==> src/rtl/uart_echo_fifo.sv <==
`default_nettype none
// ============================================================================
// Module  : uart_echo_fifo
// Brief   : Captures UART receive bytes into a circular FIFO and drains them
//           into the UART transmitter with a start/ready handshake.
// Revision: 1.0 - initial release
// ============================================================================
module uart_echo_fifo #(
   parameter int DATA_W       = 8,
   parameter int DEPTH_LOG2   = 4,
   parameter int BUSY_TIMEOUT = 16
) (
   input  logic                  clk,
   input  logic                  reset,
   input  logic [DATA_W-1:0]     rx_data,
   input  logic                  rx_valid,
   input  logic                  tx_ready,
   output logic                  tx_start,
   output logic [DATA_W-1:0]     tx_data,
   output logic [DEPTH_LOG2:0]   count,
   output logic                  empty,
   output logic                  full,
   output logic                  overflow,
   input  logic                  clear_ovf
);

   localparam int                  C_DEPTH      = 1 << DEPTH_LOG2;
   localparam logic [DEPTH_LOG2:0] C_FULL_COUNT = (DEPTH_LOG2 + 1)'(C_DEPTH);
   localparam int                  C_TMR_W      = $clog2(BUSY_TIMEOUT + 1);
   localparam logic [C_TMR_W-1:0]  C_TMR_LAST   = C_TMR_W'(BUSY_TIMEOUT - 1);

   localparam logic [1:0] C_IDLE      = 2'd0;
   localparam logic [1:0] C_START     = 2'd1;
   localparam logic [1:0] C_WAIT_BUSY = 2'd2;
   localparam logic [1:0] C_WAIT_IDLE = 2'd3;

   logic [DATA_W-1:0]     r_mem [C_DEPTH];
   logic [DEPTH_LOG2-1:0] r_wr_ptr;
   logic [DEPTH_LOG2-1:0] r_rd_ptr;
   logic [DEPTH_LOG2:0]   r_count;
   logic                  r_empty;
   logic                  r_full;
   logic                  r_overflow;
   logic [DATA_W-1:0]     r_tx_data;
   logic                  r_rx_valid_d;
   logic [1:0]            r_state;
   logic [1:0]            w_state_next;
   logic [C_TMR_W-1:0]    r_timer;

   logic                  w_wr_req;
   logic                  w_wr;
   logic                  w_drop;
   logic                  w_pop;
   logic                  w_tmr_clr;
   logic                  w_tmr_inc;
   logic [DEPTH_LOG2:0]   w_count_next;

   // A held rx_valid level produces a single write on its rising edge.
   assign w_wr_req = rx_valid & ~r_rx_valid_d;
   // When full, a pop in the same cycle frees the slot the write will use.
   assign w_wr     = w_wr_req & (~r_full | w_pop);
   assign w_drop   = w_wr_req & r_full & ~w_pop;

   always_comb begin
      w_count_next = r_count;
      case ({w_wr, w_pop})
         2'b10:   w_count_next = r_count + 1'b1;
         2'b01:   w_count_next = r_count - 1'b1;
         default: w_count_next = r_count;
      endcase
   end

   always_ff @(posedge clk) begin
      if (w_wr) begin
         r_mem[r_wr_ptr] <= rx_data;
      end
   end

   always_ff @(posedge clk or posedge reset) begin
      if (reset) begin
         r_rx_valid_d <= 1'b0;
         r_wr_ptr     <= '0;
         r_rd_ptr     <= '0;
         r_count      <= '0;
         r_empty      <= 1'b1;
         r_full       <= 1'b0;
         r_overflow   <= 1'b0;
         r_tx_data    <= '0;
      end else begin
         r_rx_valid_d <= rx_valid;
         if (w_wr) begin
            r_wr_ptr <= r_wr_ptr + 1'b1;
         end
         if (w_pop) begin
            r_rd_ptr  <= r_rd_ptr + 1'b1;
            r_tx_data <= r_mem[r_rd_ptr];
         end
         r_count <= w_count_next;
         r_empty <= (w_count_next == '0);
         r_full  <= (w_count_next == C_FULL_COUNT);
         if (w_drop) begin
            r_overflow <= 1'b1;
         end else if (clear_ovf) begin
            r_overflow <= 1'b0;
         end
      end
   end

   always_ff @(posedge clk or posedge reset) begin
      if (reset) begin
         r_state <= C_IDLE;
      end else begin
         r_state <= w_state_next;
      end
   end

   always_comb begin
      w_state_next = r_state;
      case (r_state)
         C_IDLE:      if (!r_empty && tx_ready) w_state_next = C_START;
         C_START:     w_state_next = C_WAIT_BUSY;
         C_WAIT_BUSY: begin
            if (!tx_ready) begin
               w_state_next = C_WAIT_IDLE;
            end else if (r_timer == C_TMR_LAST) begin
               w_state_next = C_START;
            end
         end
         C_WAIT_IDLE: if (tx_ready) w_state_next = C_IDLE;
         default:     w_state_next = C_IDLE;
      endcase
   end

   always_comb begin
      w_pop     = 1'b0;
      tx_start  = 1'b0;
      w_tmr_clr = 1'b0;
      w_tmr_inc = 1'b0;
      case (r_state)
         C_IDLE:      w_pop = !r_empty && tx_ready;
         C_START: begin
            tx_start  = 1'b1;
            w_tmr_clr = 1'b1;
         end
         C_WAIT_BUSY: w_tmr_inc = tx_ready;
         default:     ;
      endcase
   end

   // Counts cycles the transmitter ignores a start; expiry re-issues it.
   always_ff @(posedge clk or posedge reset) begin
      if (reset) begin
         r_timer <= '0;
      end else if (w_tmr_clr) begin
         r_timer <= '0;
      end else if (w_tmr_inc) begin
         r_timer <= r_timer + 1'b1;
      end
   end

   assign tx_data  = r_tx_data;
   assign count    = r_count;
   assign empty    = r_empty;
   assign full     = r_full;
   assign overflow = r_overflow;

endmodule
`default_nettype wire

==> config.mk <==
export PLATFORM = sky130hd
export DESIGN_NAME = uart_echo_fifo
export DESIGN_NICKNAME = d
export VERILOG_FILES = /design/src/rtl/uart_echo_fifo.sv
export SDC_FILE = /design/constraint.sdc
export NUM_CORES = 1
export LEC_CHECK = 0
export ABC_AREA = 1
export CORE_MARGIN = 2
export CORE_UTILIZATION = 30
export CTS_CLUSTER_SIZE = 30
export DETAILED_ROUTE_END_ITERATION = 16
export MAX_ROUTING_LAYER = met4
export SYNTH_ARGS = -nofsm -noshare
export SYNTH_HDL_FRONTEND = slang
export SYNTH_SLANG_ARGS = --single-unit
==> constraint.sdc <==
create_clock -name clk -period 2.5 [get_ports clk]
set_input_delay 0.375 -clock clk [delete_from_list [all_inputs] [get_ports clk]]
set_output_delay 0.375 -clock clk [all_outputs]
set_load 0.03 [all_outputs]
# After elaboration in Yosys (flattened, before gate mapping)
# Memories as Yosys holds them, arrays and structs flattened. A register that Yosys moved wholly into a read port is not among the register bits.
# Index checks and enable logic that the tools add are counted.
# classes
add_sub_neg,5
magnitude_cmp,0
shift,0
div_mod_pow,0
reduce_logical,7
n_eq_ne,10
muxes,15
n_mul,0
n_bitwise,8
# op_table
cell,count
$add A5 B1 Y5 const B,2
$mux W5,2
$pmux W5 S2,1
$add A4 B1 Y4 const B,2
$mux W2,4
$pmux W2 S4,1
$mux W1,7
$eq A2 B2 Y1 const B,3
$eq A5 B4 Y1 const B,1
$eq A5 B5 Y1 const B,1
$logic_not A5 Y1,1
$sub A5 B1 Y5 const B,1
$and A1 B1 Y1,4
$eq A2 B1 Y1 const B,2
$ne A2 B2 Y1 const B,2
$reduce_bool A2 Y1,2
$ne A3 B3 Y1 const B,1
$not A1 Y1,3
$reduce_and A3 Y1,1
$logic_not A2 Y1,1
$logic_and A1 B1 Y1,1
$logic_not A1 Y1,1
$or A1 B1 Y1,1
# totals
out_inout_bits,17
romBits,0
regBits,24
latchBits,0
input_bits,13
mem_bits_rw,128
elab_cells,55
n_memories,1
# memory_table
memory,depth,word_bits,read_ports,rd_ports_with_merged_regs,write_ports,line,text
r_mem,16,8,1,1,1,37,logic [DATA_W-1:0] r_mem [C_DEPTH];

# Longest topological paths before layout
# depth
ltp_word,8
mapped_depth,19
depth_no_buf,19

# Least setup slack after synthesis
# Ideal clock, no wire load.
# synth_timing
kind,reg2reg
from,"register r_empty, in the netlist empty"
to,"register r_full, in the netlist full"
required_ns,2.429
synth_period_minus_slack_ns,2.444
path_buffers,1
setup_slack_ns,0.056
setup_time_ns,0.071
stages_incl_launch_ff,16
arrival_time_ns,2.372
cell_sequence,dfstp_2 -> nor2_1 -> nand2_1 -> inv_1 -> buf_2 -> ha_1 -> nand2_1 -> inv_1 -> nor2_1 -> ha_1 -> nand2_1 -> nand2_1 -> or2_1 -> nor2_1 -> nand3_1 -> nor2_1
# synth_between
elab_chain_len,8
elab_cells_between_ends,9
cone_classes,3 x eq/ne; 2 x mux; 2 x bitwise; 2 x reduce/logical
# synth_rtl
element,line,text
"start, declared",41,logic r_empty;
"start signal, assigned",99,r_empty <= (w_count_next == '0);
$logic_not A1 Y1 *,140,C_IDLE: w_pop = !r_empty && tx_ready;
$logic_and A1 B1 Y1 *,140,
$mux W1 *,139,case (r_state)
via w_pop,53,logic w_pop;
$or A1 B1 Y1,61,assign w_wr = w_wr_req & (~r_full | w_pop);
$and A1 B1 Y1,61,
$eq A2 B1 Y1 or $eq A2 B2 Y1 (tied branches),66,"case ({w_wr, w_pop})"
$pmux W5 S2 *,66,
via w_count_next[1],56,logic [DEPTH_LOG2:0] w_count_next;
$eq A5 B5 Y1 *,100,r_full <= (w_count_next == C_FULL_COUNT);
"end signal, assigned",100,
"end, declared",42,logic r_full;
# Mark *: on every way through the listed nets, which the timed path passes. The rest lies on a longest branch.
# A chain may end at the register's enable or synchronous reset.

# Worst setup path after layout
# layout_timing
from,input tx_ready
to,"register r_full, in the netlist full"
# layout_between
elab_chain_len,7
elab_cells_between_ends,8
cone_classes,3 x eq/ne; 2 x mux; 2 x bitwise; 1 x reduce/logical
# layout_rtl
element,line,text
"start, declared",17,"input logic tx_ready,"
$logic_and A1 B1 Y1 *,140,
$mux W1 *,139,
$or A1 B1 Y1,61,
$and A1 B1 Y1,61,
$eq A2 B1 Y1 or $eq A2 B2 Y1 (tied branches),66,
$pmux W5 S2 *,66,
via w_count_next[1],56,
$eq A5 B5 Y1 *,100,
# Marked as above.

==> qor.csv <==
stage,metric,value,unit
layout,Final #Nets,687,
cts,# H-tree levels,4,
global_routing,pin count of the biggest net entering global routing,66,
global_routing,Congestion Overflow GR,0,
place,DP Area,7540,µm²
route,drt first-iter violations,413,
layout,fraction of layout cells with a size suffix above 1,12.3,%
floorplanning,Die Area,23500,µm²
worst_hold_path,worst hold path type,input port to asynchronous set/reset pin,
cts,hold buffers post-CTS,0,
worst_setup_path,Critical Path Max Stage Delay,0.47,ns
worst_setup_path,"Max FO, Critical Path",6,
global_routing,vias in the first global route,4343,
timing,fin crit period,2.31,ns
route,routed len/inst,15.2,µm
worst_setup_path,CP Launch Type,input port,
power,Pint,5.67,mW
worst_setup_path,Worst Setup End Kind,flop,
route,DRT Wirelength,14600,µm
floorplanning,effective utilization at floorplan,30.6,%
place,Port Buf Inserts,29,
place,gpl congestion,0.803,
cts,clk sinks,160,
synth,Ys Warns,0,
timing,final hold vios,0,
synth,synthesized net count,623,
timing,Slew HR,55.5,%
synth,Syn Inst Count,600,
layout,Ant. Diodes,0,
synth,post-synthesis cell area,6700,µm²
floorplanning,die height,153,µm
worst_setup_path,reg-to-reg startpoint,r_state[0]$_DFFE_PP0P_,
synth,Synth Register Bits,160,
power,sw frac,37.0,%
layout,post-route cell area,8130,µm²
global_routing,GRT Util Overall,13.3,%
layout,multi-input logic area,1830,µm²
timing,period utilisation layout,92.2,%
power,Sw Pwr,3.33,mW
power,Seq pwr share,38.1,%
power,Logic pwr share,34.8,%
timing,Max Clock Freq,0.434,GHz
worst_setup_path,FF-to-FF path depth,15,
synth,number of different library cells in the post-synthesis netlist,29,
worst_setup_path,CP Class,input port to flop,
layout,register area,4650,µm²
layout,fillers,2140,
cts,cts bufs inserted,17,
flow_run,Max-cap violations,0,
timing,measured slew at the worst slew-check pin,0.665,ns
route,Via Count,4478,
status,outcome,"complete, no violations",
worst_setup_path,crit path cell chain,"clkdlybuf4s50_1, inv_1, nor2_2, nand2_2, buf_4, inv_1, ha_4, nand2_1, inv_1, nor2_2, ha_1, nand2_1, nand2_1, or2_1, nor2_1, nand3_1, nor2_1",
route,via/cell ratio,4.68,
floorplanning,core area,21900,µm²
floorplanning,Core Rows,54,
power,Pleak,3.12,nW
worst_setup_path,R2R Path End,full$_DFF_PP0_,
floorplanning,die width,153,µm
worst_setup_path,"Slowest-stage cell, CP",clkdlybuf4s50_1,
route,drt pass-1 iters,5,
synth,sequential-to-total area share from yosys stat,69.4,%
worst_setup_path,"setup slack, reg-to-reg",0.22,ns
cts,Clock Root Buffer,clkbuf_16,
route,Routed Antenna Nets,0,
layout,post-layout util,37.1,%
global_routing,initial antenna violation count,0,
cts,"Clk pin slew, worst setup/hold paths",0.06,ns
power,Max IR drop VDD,0.536,mV
power,power share of the clock group,27.1,%
synth,Avg Inst Size Synth,11.2,µm²
timing,Final setup viols,0,
layout,area delta synth->final,21.3,%
timing,clock skew,0.00745,ns
cts,CTS tree,yes,
floorplanning,# IOs,30,
power,PD cells,1110,nW/µm²
worst_setup_path,Worst EP required,2.86,ns
cts,Clock Latency Late Sink,0.43,ns
route,residual DRC count,0,
place,Final HPWL DP,9340,µm
cts,maximum clock path buffer count,2,
worst_setup_path,worst path arrival time,2.67,ns
timing,fin. max-slew vios,0,
global_routing,first-pass GRT wire length,23300,µm
-- sequential cells by signal, summed over array words and instances, names as in the netlist --
signal / cells
r_state: 2
full: 1
empty: 1
r_wr_ptr: 4
r_mem: 128
r_rd_ptr: 4
r_rx_valid_d: 1
overflow: 1
count: 5
r_timer: 5
tx_data: 8
-- power groups by stage --
stage | Clock, mW | Sequential [mW] | Combinational [mW]
2_1_floorplan | 0 | 3.64 | 1.86
3_3_place_gp | 0 | 3.48 | 3.09
3_5_place_dp | 0 | 3.48 | 3.12
4_1_cts | 2.49 | 3.43 | 3.13
5_1_grt | 2.59 | 3.47 | 3.51
6_report | 2.44 | 3.43 | 3.13
-- how the worst max path moves through the flow --
| stage | from | to | slack [ns] |
|---|---|---|---|
| 3_5_place_dp | tx_ready | full$_DFF_PP0_ | -0.38 |
| 4_1_cts | tx_ready | full$_DFF_PP0_ | 0.06 |
| 3_3_place_gp | tx_ready | full$_DFF_PP0_ | -0.36 |
| 2_1_floorplan | empty$_DFF_PP1_ | full$_DFF_PP0_ | 0.06 |
| 5_1_grt | tx_ready | full$_DFF_PP0_ | -0.002 |
| 6_report | tx_ready | full$_DFF_PP0_ | 0.19 |
-- area by class of cell --
| cell class | count | area share, % |
|---|---|---|
| timing repair buffer | 69 | 7.58 |
| inverter | 33 | 1.52 |
| multi-input combinational | 383 | 22.5 |
| tap | 280 | 4.31 |
| clock buffer | 17 | 5.24 |
| sequential | 160 | 57.2 |
| clock inverter | 14 | 1.63 |
-- through the flow --
step                worst slack, ns  hold WS (ns)  power [mW]   TNS, ns  cells
global placement             -0.360         0.467        6.57     -1.01    925
global route               -0.00167         0.414        9.56  -0.00167    956
finish                        0.194         0.343        9.00         0    956
floorplan                    0.0562         0.406        5.50         0    600
CTS                          0.0588         0.352        9.05         0    956
detailed placement           -0.384         0.467        6.60     -1.13    925
-- placed cells by master, fill, tap and decap left out, types with 3 or more instances in the layout --
cell type and n:
nor3_1 3, a21boi_0 8, ha_1 9, nor2_2 4
buf_4 38, clkinvlp_4 3, nand2_1 167, inv_2 4
a21oi_1 17, edfxtp_1 128, o21ai_0 31, clkbuf_16 17
nand4_1 4, inv_1 28, xor2_1 6, clkinv_4 4
nand3_1 64, clkdlybuf4s50_1 29, dfrtp_1 30, clkinv_1 3
o22ai_1 10, nor2_1 49, inv_6 3
-- kinds of logic after synthesis --
family,after synthesis,synth area share (%)
buffers and inverters,57,3.66
xor gates and xnor gates,8,1.05
AOI/OAI and AO/OA,70,5.94
adders and majority gates,10,1.87
and+or+nand+nor,295,18.1
DFF,160,69.4
-- layer usage --
| metal | share of wire, % | global-route usage [%] | vias to the layer above |
|---|---|---|---|
| li1 | - | - | 2188 |
| met1 | 46 | 16.6 | 2189 |
| met2 | 49 | 21.5 | 78 |
| met3 | 3.1 | 2.55 | 23 |
| met4 | 2.1 | 5.16 | 0 |
| met5 | 0 | - | - |
-- critical path: cells and delay by family --
kind	cells	cell delay, ns
buffers and inverters	5	0.86
and+or+nand+nor	10	0.98
adders and majority gates	2	0.43
-- synthesized netlist by cell type --
cell	count	area share (%)
a31oi_1	1	0.093
inv_1	29	1.6
nand4_1	4	0.37
nand2_1	168	9.4
or2_1	2	0.19
o21ai_0	31	2.3
ha_1	10	1.9
nor3_1	3	0.22
edfxtp_1	128	57
a21boi_0	8	0.90
clkinv_1	1	0.056
buf_2	16	1.2
nor2_1	52	2.9
o22ai_1	10	0.93
xnor2_1	2	0.26
xor2_1	6	0.78
a21oi_1	17	1.3
buf_4	3	0.34
clkbuf_1	4	0.22
buf_1	1	0.056
dfrtp_1	31	12
o31ai_1	1	0.11
nor2_2	1	0.093
dfstp_2	1	0.39
nor3_2	1	0.15
inv_2	3	0.17
nand3_1	64	4.8
a21oi_4	1	0.24
o21ai_1	1	0.075
-- repair_timing --
action                     CTS  global route
setup endpoints to repair    0             3
buffers inserted             0             0
gates resized for setup      0             6
Note: power is estimated with default switching activity, not from simulation.
